### src/rtl/if_fetch_queue.sv
// Instruction-fetch stage with a decoupling fetch queue.
// Issues sequential word fetches to the synchronous BIOS/IMEM ports and steers
// each returned word by its PC region. The word and its PC go into a DEPTH-entry
// FIFO read by decode through inst_valid/inst_ready. A redirect flushes
// everything queued or in flight and restarts fetch at the new PC.
module if_fetch_queue #(
  parameter int           XLEN        = 32,
  parameter logic [31:0]  RESET_PC    = 32'h0000_0000,
  parameter int           DEPTH       = 4,
  parameter int           IMEM_AW     = 14,
  parameter int           BIOS_AW     = 12,
  parameter logic [3:0]   IMEM_REGION = 4'b0001
) (
  input  logic                       clk,
  input  logic                       rst,
  input  logic                       redirect,
  input  logic [XLEN-1:0]            redirect_pc,
  output logic [IMEM_AW-1:0]         imem_addr,
  input  logic [31:0]                imem_dout,
  output logic [BIOS_AW-1:0]         bios_addr,
  input  logic [31:0]                bios_dout,
  output logic [XLEN-1:0]            fetch_pc,
  output logic                       inst_valid,
  output logic [31:0]                inst,
  output logic [XLEN-1:0]            inst_pc,
  input  logic                       inst_ready,
  output logic [$clog2(DEPTH):0]     fifo_count
);

  localparam int PW = $clog2(DEPTH);
  localparam int CW = PW + 1;

  // Fetch-address generator and single in-flight request.
  logic [XLEN-1:0] fetch_pc_q, fetch_pc_d;
  logic            req_q, req_d;
  logic [XLEN-1:0] req_pc_q, req_pc_d;
  logic            req_sel_q, req_sel_d;

  // FIFO bookkeeping.
  logic [PW-1:0]   rd_ptr_q, rd_ptr_d;
  logic [PW-1:0]   wr_ptr_q, wr_ptr_d;
  logic [CW-1:0]   count_q, count_d;

  // FIFO storage; no reset needed since count gates visibility.
  logic [31:0]     inst_mem [DEPTH];
  logic [XLEN-1:0] pc_mem   [DEPTH];

  logic            pop;
  logic            push;
  logic            issue;
  logic [CW:0]     credits_used;
  logic [31:0]     push_word;
  logic            unused_redirect_lsbs;

  // Word alignment drops the low two bits of the redirect target.
  assign unused_redirect_lsbs = ^redirect_pc[1:0];

  assign inst_valid = (count_q != '0);
  assign pop        = inst_valid & inst_ready;
  assign push       = req_q & ~redirect;

  // Entries already committed to the FIFO after this cycle: queued plus the
  // one returning now, minus the one decode takes. A new issue lands one cycle
  // later, so it is allowed only while a slot remains for it.
  assign credits_used = {1'b0, count_q}
                      + {{CW{1'b0}}, req_q}
                      - {{CW{1'b0}}, pop};
  assign issue = ~rst & ~redirect & (credits_used < (CW+1)'(DEPTH));

  assign push_word = req_sel_q ? imem_dout : bios_dout;

  // Memory ports always follow the fetch PC; reads have no side effects.
  assign imem_addr  = fetch_pc_q[IMEM_AW+1:2];
  assign bios_addr  = fetch_pc_q[BIOS_AW+1:2];
  assign fetch_pc   = fetch_pc_q;
  assign fifo_count = count_q;
  assign inst       = inst_valid ? inst_mem[rd_ptr_q] : 32'h0;
  assign inst_pc    = inst_valid ? pc_mem[rd_ptr_q]   : '0;

  // Next-state for fetch PC, in-flight request and FIFO pointers/count.
  always_comb begin
    fetch_pc_d = fetch_pc_q;
    req_d      = issue;
    req_pc_d   = req_pc_q;
    req_sel_d  = req_sel_q;
    rd_ptr_d   = rd_ptr_q;
    wr_ptr_d   = wr_ptr_q;
    count_d    = count_q;

    if (redirect) begin
      fetch_pc_d = {redirect_pc[XLEN-1:2], 2'b00};
      rd_ptr_d   = '0;
      wr_ptr_d   = '0;
      count_d    = '0;
    end else begin
      if (issue) begin
        fetch_pc_d = fetch_pc_q + XLEN'(4);
        req_pc_d   = fetch_pc_q;
        req_sel_d  = (fetch_pc_q[XLEN-1:XLEN-4] == IMEM_REGION);
      end
      if (push) begin
        wr_ptr_d = wr_ptr_q + PW'(1);
      end
      if (pop) begin
        rd_ptr_d = rd_ptr_q + PW'(1);
      end
      if (push && !pop) begin
        count_d = count_q + CW'(1);
      end else if (pop && !push) begin
        count_d = count_q - CW'(1);
      end
    end
  end

  // State registers; reset overrides redirect and everything else.
  always_ff @(posedge clk) begin
    if (rst) begin
      fetch_pc_q <= XLEN'(RESET_PC);
      req_q      <= 1'b0;
      req_pc_q   <= '0;
      req_sel_q  <= 1'b0;
      rd_ptr_q   <= '0;
      wr_ptr_q   <= '0;
      count_q    <= '0;
    end else begin
      fetch_pc_q <= fetch_pc_d;
      req_q      <= req_d;
      req_pc_q   <= req_pc_d;
      req_sel_q  <= req_sel_d;
      rd_ptr_q   <= rd_ptr_d;
      wr_ptr_q   <= wr_ptr_d;
      count_q    <= count_d;
    end
  end

  // Write the returning word and its PC at the tail.
  always_ff @(posedge clk) begin
    if (!rst && push) begin
      inst_mem[wr_ptr_q] <= push_word;
      pc_mem[wr_ptr_q]   <= req_pc_q;
    end
  end

endmodule

### config.mk
export PLATFORM = sky130hd
export DESIGN_NAME = if_fetch_queue
export DESIGN_NICKNAME = d
export VERILOG_FILES = /design/src/rtl/if_fetch_queue.sv
export SDC_FILE = /design/constraint.sdc
export NUM_CORES = 1
export LEC_CHECK = 0
export CORE_ASPECT_RATIO = 0.8
export CORE_MARGIN = 2
export CORE_UTILIZATION = 35
export CTS_CLUSTER_DIAMETER = 200
export DETAILED_ROUTE_END_ITERATION = 8
export REMOVE_ABC_BUFFERS = 1
export SYNTH_ARGS = -nofsm -noshare
export SYNTH_HDL_FRONTEND = slang
export SYNTH_SLANG_ARGS = --single-unit
### constraint.sdc
create_clock -name clk -period 4.01 [get_ports clk]
set_input_delay 0.802 -clock clk [delete_from_list [all_inputs] [get_ports clk]]
set_output_delay 0.802 -clock clk [all_outputs]
set_load 0.005 [all_outputs]
==> results of run 1 <==
-- metrics by stage --
stage	setup TNS [ns]	util [%]
2_1_floorplan	-40.44	-
3_3_place_gp	0	42.4
3_5_place_dp	0	42.4
4_1_cts	0	45.5
5_1_grt	0	45.5
6_report	0	45.5
-- Yosys cell counts (5+ instances only) --
library cell / number / area [sq um]
mux4_2: 62 / 1400
xor2_1: 11 / 96.3
and3_1: 7 / 43.8
nand3_1: 6 / 30.0
buf_4: 30 / 225
a211oi_1: 24 / 180
buf_2: 10 / 50.1
o2111ai_1: 8 / 70.1
xnor2_1: 19 / 166
nor2_1: 69 / 259
nand4_1: 9 / 56.3
mux2i_1: 33 / 330
ha_1: 9 / 113
a21oi_1: 6 / 30.0
clkbuf_1: 37 / 139
and2_1: 65 / 407
nand2_1: 15 / 56.3
dfxtp_1: 71 / 1420
and4_1: 5 / 43.8
edfxtp_1: 248 / 7450
a2111oi_2: 6 / 90.1
inv_1: 12 / 45.0
mux2_2: 32 / 360
-- critical path, cell delays in order, from the launching register on --
cell             delay, ns
dfxtp_4               0.59
buf_4                 0.38
mux4_2                0.53
and2_1                0.19
clkdlybuf4s50_1       0.48
-- kinds of logic after synthesis --
logic type	Yosys count	synth area share, %
compound gates	65	4.26
xor+xnor	30	1.95
fa+ha+maj	10	0.985
buf+inv	92	3.67
flops	319	65.9
mux	127	15.5
other cells	1	0.0279
simple gates	196	7.73
-- registers in the layout, indices dropped and copies added, names as in the netlist, named ones only --
register and flops:
fetch_pc 30, fifo_count 3, rd_ptr_q 2, inst_mem 128
pc_mem 120, req_q 1, req_pc_q 30, wr_ptr_q 2
req_sel_q 1
-- path summary, 6_finish.rpt --
| check | slack [ns] | startpoint | depth (start not counted) | endpoint |
|---|---|---|---|---|
| max | 0.51 | flop | 4 | inst[29] |
| min | 0.51 | req_pc_q[12]$_SDFFE_PP0P_ | 0 | pc_mem[3][12]$_DFFE_PP_ |
| max reg2reg | 0.72 | fifo_count[2]$_SDFFE_PP0P_ | 11 | fetch_pc[21]$_SDFFE_PP0P_ |
| min reg2reg | 0.51 | req_pc_q[12]$_SDFFE_PP0P_ | 0 | pc_mem[3][12]$_DFFE_PP_ |
-- power by group --
group / switching [W] / internal [W]
Sequential: 0.0000905 / 0.00362
Clock: 0.00126 / 0.00199
Combinational: 0.000301 / 0.000396
Total: 0.00165 / 0.00600
-- layer usage --
metal  part of all wire [%]  wire [um]  GRT usage [%]
met1                     47      14900           22.3
met2                     45      14100           24.6
met3                    5.7       1800           3.22
met4                    2.1        657           4.16
met5                      0          0              0
-- cell type report --
cell class                      instances  share of cell area, %
Sequential cell                       319                   51.2
Tap cell                              495                   3.57
Inverter                               12                  0.260
Multi-Input combinational cell        432                   23.9
Clock buffer                           49                   5.72
Timing Repair Buffer                  249                   14.3
Clock inverter                         13                  0.989
==> results.py, run 1 <==
metrics = {
    "die": {
        "core_area_sq_um": 38100,
        "ios": 226,
        "die_area_sq_um": 40100,
        "die_height_um": 179,
        "start_util_pct": 35.3,
        "fp.dieW_um": 223,
        "std_cell_rows": 64,
    },
    "clocking": {
        "cts_hold_buf": 0,
        "cts_made_buffers": 35,
        "clk_latency_ns": 0.52,
        "cts_sinks": 319,
        "cts_buffer_depth": 3,
        "ctsResizeCount": 0,
        "cts_tree": "built",
        "htreeDepth": 2,
        "path_clk_slew_ns": 0.06,
        "cts_root_buf": "clkbuf_16",
        "post_cts_buffers": 0,
    },
    "global_routing": {
        "antenna_found_initial": 0,
        "grt_max_degree": 64,
        "track_usage_pct": 15.7,
        "grt_pass1_vias": 7957,
        "overflow": 0,
        "grt_pass1_wl_mm": 48.0,
    },
    "placed_design": {
        "pre_cts_slack_ns": 0.286,
        "numPortBuffers": 219,
        "dp.cells": 1507,
        "dp_hpwl_mm": 20.5,
        "place_congestion": 0.770,
        "dpl_cell_area_sq_um": 16200,
    },
    "layout": {
        "multi_input_area_sq_um": 4150,
        "n_fill_cell": 3378,
        "final_cell_mix": "edfxtp_1, clkdlybuf4s50_1, nor2_1, dfxtp_1, and2_1",
        "regArea_sq_um": 8880,
        "final_nets": 1159,
        "final_cells": 1569,
        "final_common_cell": "edfxtp_1",
        "area_growth_pct": 28.7,
        "drive_gt1_share_pct": 18.5,
        "antenna_cells": 0,
        "stdcell_area_sq_um": 17300,
    },
    "timing": {
        "final.setup.worst_slack_ns": 0.506,
        "fin_crit_sh_pct": 87.4,
        "period_needed_ns": 3.50,
        "slew_headroom_pct": 39.9,
        "skew_ns": 0.0135,
        "tightest_slew_ns": 0.902,
        "setup_violations": 0,
        "hold_ws_ns": 0.511,
        "drv_slew": 0,
        "rsz0062_at_grt": "false",
        "max_freq_mhz": 285,
        "hold_viol": 0,
    },
    "yosys": {
        "yosysUniqueCellTypes": 52,
        "ys.warnings.count": 0,
        "syn_area_sq_um": 13500,
        "synth_cells": 840,
        "ys_seq_area_share_pct": 65.9,
        "synth-seq-cells": 319,
        "async_flop_share_pct": 0,
        "avgSynthCellArea_sq_um": 16.0,
        "synthFlopType": "edfxtp_1",
        "synth_edf_count": 248,
    },
    "power_and_ir_drop": {
        "p_leak_nw": 5.69,
        "powerDensity_nw_per_um2": 441,
        "power_w": 0.00765,
        "peakVddDrop_mv": 0.246,
    },
    "routing": {
        "routedWlPerCell_um": 20.0,
        "drcViolationCount": 0,
        "ant_nets": 0,
        "drt_pass1_iterations": 6,
        "drt-initial-drc-count": 415,
        "via_per_inst": 4.92,
        "via_count": 7718,
        "drt_wl_total_mm": 31.5,
    },
    "worst_setup_path": {
        "crit_required_ns": 3.21,
        "end_kind": "primary output",
        "crit_fanout": 16,
        "cp-start-kind": "flop",
        "path_class": "reg2out",
        "cp.arrival_ns": 2.70,
    },
    "run_status": {
        "status": "finished, final reports clean",
    },
    "job": {
        "maxCapViolCount": 0,
    },
    "worst_hold_path": {
        "min_path_type": "reg2reg",
    },
}
Note: power is estimated with default switching activity, not from simulation.
==> inputs of run 2 (changes only) <==
--- a/config.mk
+++ b/config.mk
@@ -10,6 +10,7 @@
 export CORE_UTILIZATION = 35
 export CTS_CLUSTER_DIAMETER = 200
 export DETAILED_ROUTE_END_ITERATION = 8
+export RECOVER_POWER = 50
 export REMOVE_ABC_BUFFERS = 1
 export SYNTH_ARGS = -nofsm -noshare
 export SYNTH_HDL_FRONTEND = slang
==> results.py, run 2 (same netlist as run 1, synthesis figures left out) <==
metrics = {
    "run_status": {
        "status": "finished with violations",
        "violations": "capacitance limit, slew limit",
    },
    "routing": {
        "drt-initial-drc-count": 407,
        "drt_pass1_iterations": 5,
        "wl_met3_mm": 1.90,
        "routedWlPerCell_um": 20.0,
        "via_per_inst": 4.94,
        "via_count": 7750,
        "ant_nets": 0,
        "drcViolationCount": 0,
        "wl_met1_mm": 14.8,
        "dr_wl_met2_mm": 14.0,
        "drt_wl_total_mm": 31.4,
        "maxUsedRoutingLayer": "met4",
    },
    "layout": {
        "utilization_pct": 45.4,
        "final_common_cell": "edfxtp_1",
        "drive_gt1_share_pct": 15.0,
        "largest_reg_flops": 128,
        "regMostFlops": "inst_mem",
        "final_nets": 1159,
        "area_growth_pct": 28.6,
        "top_regs": "inst_mem x128, pc_mem x120",
        "antenna_cells": 0,
        "final_cell_mix": "edfxtp_1, clkdlybuf4s50_1, nor2_1, dfxtp_1, and2_1",
        "stdcell_area_sq_um": 17300,
    },
    "timing": {
        "tightest_slew_ns": 1.71,
        "period_needed_ns": 3.52,
        "max_freq_mhz": 284,
        "skew_ns": 0.0134,
        "hold_viol": 0,
        "final.setup.worst_slack_ns": 0.494,
        "drv_slew": 34,
        "rsz0062_at_grt": "false",
        "setup_violations": 0,
        "slew_headroom_pct": -14.1,
        "fin_crit_sh_pct": 87.7,
    },
    "clocking": {
        "ctsResizeCount": 0,
        "cts_buffer_depth": 3,
        "post_cts_buffers": 0,
        "htreeDepth": 2,
        "cts_sinks": 319,
        "clk_latency_ns": 0.52,
        "path_clk_slew_ns": 0.06,
        "cts_hold_buf": 0,
        "cts_made_buffers": 35,
        "cts_root_buf": "clkbuf_16",
        "cts_tree": "built",
    },
    "global_routing": {
        "grt_pass1_vias": 7957,
        "track_usage_pct": 15.7,
        "overflow": 0,
        "grt_max_degree": 64,
        "grt_pass1_wl_mm": 48.0,
        "antenna_found_initial": 0,
    },
    "worst_setup_path": {
        "cp-start-kind": "flop",
        "crit_required_ns": 3.21,
        "slowest_delay_ns": 0.60,
        "cp_cell_sequence": "buf_4 > mux4_2 > and2_1 > clkdlybuf4s50_1",
        "end_kind": "primary output",
        "crit_fanout": 16,
        "path_class": "reg2out",
        "cp.arrival_ns": 2.71,
        "critPathSlowestCell": "dfxtp_4",
    },
    "job": {
        "maxCapViolCount": 1,
    },
    "power_and_ir_drop": {
        "p_leak_nw": 5.79,
        "powerDensity_nw_per_um2": 441,
        "peakVddDrop_mv": 0.246,
    },
    "die": {
        "die_height_um": 179,
        "fp.dieW_um": 223,
        "std_cell_rows": 64,
        "core_area_sq_um": 38100,
        "start_util_pct": 35.3,
        "ios": 226,
        "die_area_sq_um": 40100,
    },
    "worst_hold_path": {
        "min_path_type": "reg2reg",
    },
    "placed_design": {
        "dpl_cell_area_sq_um": 16200,
        "pre_cts_slack_ns": 0.286,
        "numPortBuffers": 219,
        "dp_hpwl_mm": 20.5,
        "place_congestion": 0.770,
    },
}
## run 2: cell type report
| class | count | area [sq um] |
|---|---|---|
| clock buffer | 49 | 991 |
| clock inverter | 13 | 171 |
| fill | 3380 | 20800 |
| inverter | 12 | 45.0 |
| multi-input combinational | 432 | 4130 |
| sequential | 319 | 8880 |
| tap | 495 | 619 |
| timing repair buffer | 249 | 2470 |
## run 2: worst paths after layout
path / start / end / slack (ns) / cells past startpoint
min reg2reg: req_pc_q[10]$_SDFFE_PP0P_ / pc_mem[1][10]$_DFFE_PP_ / 0.51 / 0
max: flop / inst[29] / 0.49 / 4
min: req_pc_q[10]$_SDFFE_PP0P_ / pc_mem[1][10]$_DFFE_PP_ / 0.51 / 0
max reg2reg: fifo_count[2]$_SDFFE_PP0P_ / fetch_pc[21]$_SDFFE_PP0P_ / 0.73 / 11
## run 2: report_power, final
group          switching, W  internal, W  leakage, nW
clock network       0.00125      0.00199        0.569
logic              0.000300     0.000380         2.46
registers         0.0000889      0.00362         2.76
total               0.00164      0.00598         5.79
## run 2: metrics by stage
| stage | hold WS, ns | power [W] | instances | setup TNS, ns |
|---|---|---|---|---|
| 6_report | 0.507 | 0.00763 | 1569 | 0 |
| 5_1_grt | 0.524 | 0.00790 | 1569 | 0 |
| 4_1_cts | 0.510 | 0.00774 | 1569 | 0 |
| 3_5_place_dp | 0.498 | 0.00448 | 1507 | 0 |
| 3_3_place_gp | 0.484 | 0.00448 | 1507 | 0 |
| 2_1_floorplan | 0.460 | 0.00404 | 763 | -40.44 |
## run 2: per-layer routing
metal / up-vias / track usage, %
li1: 3616 / -
met1: 3843 / 22.3
met2: 245 / 24.6
met3: 46 / 3.22
met4: 0 / 4.16
met5: - / 0
## run 2: worst max-delay path, delay by kind of cell (launching register included)
kind | cells | cell delay [ns]
muxes | 1 | 0.53
buffers and inverters | 2 | 0.86
DFF | 1 | 0.60
and+or+nand+nor | 1 | 0.19
==> inputs of run 3 (changes only) <==
--- a/config.mk
+++ b/config.mk
@@ -7,9 +7,10 @@
 export LEC_CHECK = 0
 export CORE_ASPECT_RATIO = 0.8
 export CORE_MARGIN = 2
-export CORE_UTILIZATION = 35
+export CORE_UTILIZATION = 25
 export CTS_CLUSTER_DIAMETER = 200
 export DETAILED_ROUTE_END_ITERATION = 8
+export HOLD_SLACK_MARGIN = 0.1
 export RECOVER_POWER = 50
 export REMOVE_ABC_BUFFERS = 1
 export SYNTH_ARGS = -nofsm -noshare
==> results.py, run 3 (same netlist as run 1, synthesis figures left out) <==
metrics = {
    "routing": {
        "via_count": 7816,
        "via_per_inst": 4.40,
        "routedWlPerCell_um": 18.7,
        "ant_nets": 0,
        "drt_pass1_iterations": 7,
        "drcViolationCount": 0,
        "drt-initial-drc-count": 441,
        "drt_wl_total_mm": 33.3,
    },
    "layout": {
        "utilization_pct": 32.9,
        "largest_reg_flops": 128,
        "final_nets": 1158,
        "regMostFlops": "inst_mem",
        "final_common_cell": "edfxtp_1",
        "antenna_cells": 0,
        "final_cell_mix": "edfxtp_1, clkdlybuf4s50_1, nor2_1, dfxtp_1, and2_1",
        "area_growth_pct": 30.8,
        "n_fill_cell": 5160,
        "drive_gt1_share_pct": 15.4,
        "top_regs": "inst_mem x128, pc_mem x120",
        "final_cells": 1777,
    },
    "placed_design": {
        "numPortBuffers": 219,
        "place_congestion": 0.759,
        "dp_hpwl_mm": 22.2,
        "dp.cells": 1712,
    },
    "worst_hold_path": {
        "min_path_type": "reg2reg",
        "hold_depth": 0,
        "min_from": "req_pc_q[29]$_SDFFE_PP0P_",
    },
    "worst_setup_path": {
        "crit_fanout": 22,
        "crit_cells": 4,
        "critPathSlowestCell": "dfxtp_4",
        "rrSetupSlack_ns": 0.70,
        "path_class": "reg2out",
        "r2r_start": "fifo_count[2]$_SDFFE_PP0P_",
        "cp-start-kind": "flop",
        "end_kind": "primary output",
        "cp_cell_sequence": "buf_12 > mux4_2 > and2_1 > clkdlybuf4s50_1",
        "cp.arrival_ns": 2.76,
        "crit_required_ns": 3.21,
        "slowest_delay_ns": 0.64,
        "path_delay_family": "buffers and inverters",
        "crit_buf_inv": 2,
        "r2r_cells": 11,
    },
    "die": {
        "fp.dieW_um": 263,
        "ios": 226,
        "die_height_um": 212,
        "die_area_sq_um": 55700,
        "start_util_pct": 25.1,
        "core_area_sq_um": 53500,
        "std_cell_rows": 76,
    },
    "run_status": {
        "violations": "capacitance limit, slew limit",
        "status": "finished with violations",
    },
    "timing": {
        "hold_viol": 0,
        "skew_ns": 0.0209,
        "period_needed_ns": 3.56,
        "slew_headroom_pct": -31.5,
        "rsz0062_at_grt": "false",
        "fin_crit_sh_pct": 88.8,
        "setup_violations": 0,
        "drv_slew": 74,
        "tightest_slew_ns": 1.97,
        "max_freq_mhz": 281,
    },
    "power_and_ir_drop": {
        "p_sw_w": 0.00172,
        "pwr-share-clk_pct": 42.5,
        "p_leak_nw": 5.73,
        "seq_power_share_pct": 48.4,
        "powerDensity_nw_per_um2": 435,
        "pwr-share-comb_pct": 9.1,
        "peakVddDrop_mv": 0.202,
        "internal_power_w": 0.00594,
        "p_sw_share_pct": 22.4,
    },
    "global_routing": {
        "grt_pass1_vias": 7791,
        "track_usage_pct": 11.9,
        "antenna_found_initial": 0,
        "overflow": 0,
        "grt_max_degree": 64,
        "grt_pass1_wl_mm": 49.4,
    },
    "clocking": {
        "cts_root_buf": "clkbuf_16",
        "ctsResizeCount": 0,
        "clk_latency_ns": 0.54,
        "htreeDepth": 2,
        "cts_tree": "built",
        "cts_made_buffers": 36,
        "cts_hold_buf": 0,
        "path_clk_slew_ns": 0.06,
        "cts_sinks": 319,
        "post_cts_buffers": 0,
        "cts_buffer_depth": 3,
    },
    "job": {
        "maxCapViolCount": 2,
    },
}
## run 3: cell count changes in the layout (fill, tap and decap cells not counted), sizes merged
cell,change
clkinv,+3
dlygate4sd3,-27
clkdlybuf4s50,+27
buf,-5
inv,+3
bufinv,-1
clkinvlp,+1
## run 3: through the flow
step                      power (W)  instance area, sq um  setup TNS (ns)  setup WS (ns)  hold WS (ns)
after floorplan             0.00404                 13000          -40.44         -0.779         0.460
after global routing        0.00797                 17600               0          0.235         0.523
after global placement      0.00449                 16500               0          0.260         0.478
after CTS                   0.00780                 17600               0          0.321         0.510
after detailed placement    0.00450                 16500               0          0.281         0.496
final                       0.00766                 17600               0          0.449         0.505
## run 3: area by class of cell
type / count / area (sq um) / share of cell area, %
multi-input cells: 432 / 4130 / 23.5
clock buffers: 46 / 980 / 5.56
clock inverters: 19 / 191 / 1.09
repair buffers: 247 / 2500 / 14.2
inverters: 12 / 45.0 / 0.256
flip-flops and latches: 319 / 8880 / 50.4
well taps: 702 / 878 / 4.99
## run 3: routing by layer
metal / vias up / global-route usage [%] / wire length (um)
met1: 3896 / 16.6 / 15900
met4: 0 / 3.37 / 563
li1: 3630 / - / -
met3: 48 / 3.05 / 2010
met2: 242 / 18.2 / 14700
met5: - / 0 / 0
## run 3: power groups by stage
stage | Sequential, W | Clock, W | Combinational (W)
after floorplan | 0.00376 | 0 | 0.000288
after global placement | 0.00378 | 0 | 0.000713
after detailed placement | 0.00378 | 0 | 0.000719
after CTS | 0.00371 | 0.00336 | 0.000724
after global routing | 0.00372 | 0.00349 | 0.000759
final | 0.00371 | 0.00325 | 0.000697
## run 3: path summary, 6_finish.rpt
path | to
worst min register to register | pc_mem[2][29]$_DFFE_PP_
worst max-delay path | inst_pc[19]
worst min-delay path | pc_mem[2][29]$_DFFE_PP_
worst max register to register | fetch_pc[21]$_SDFFE_PP0P_
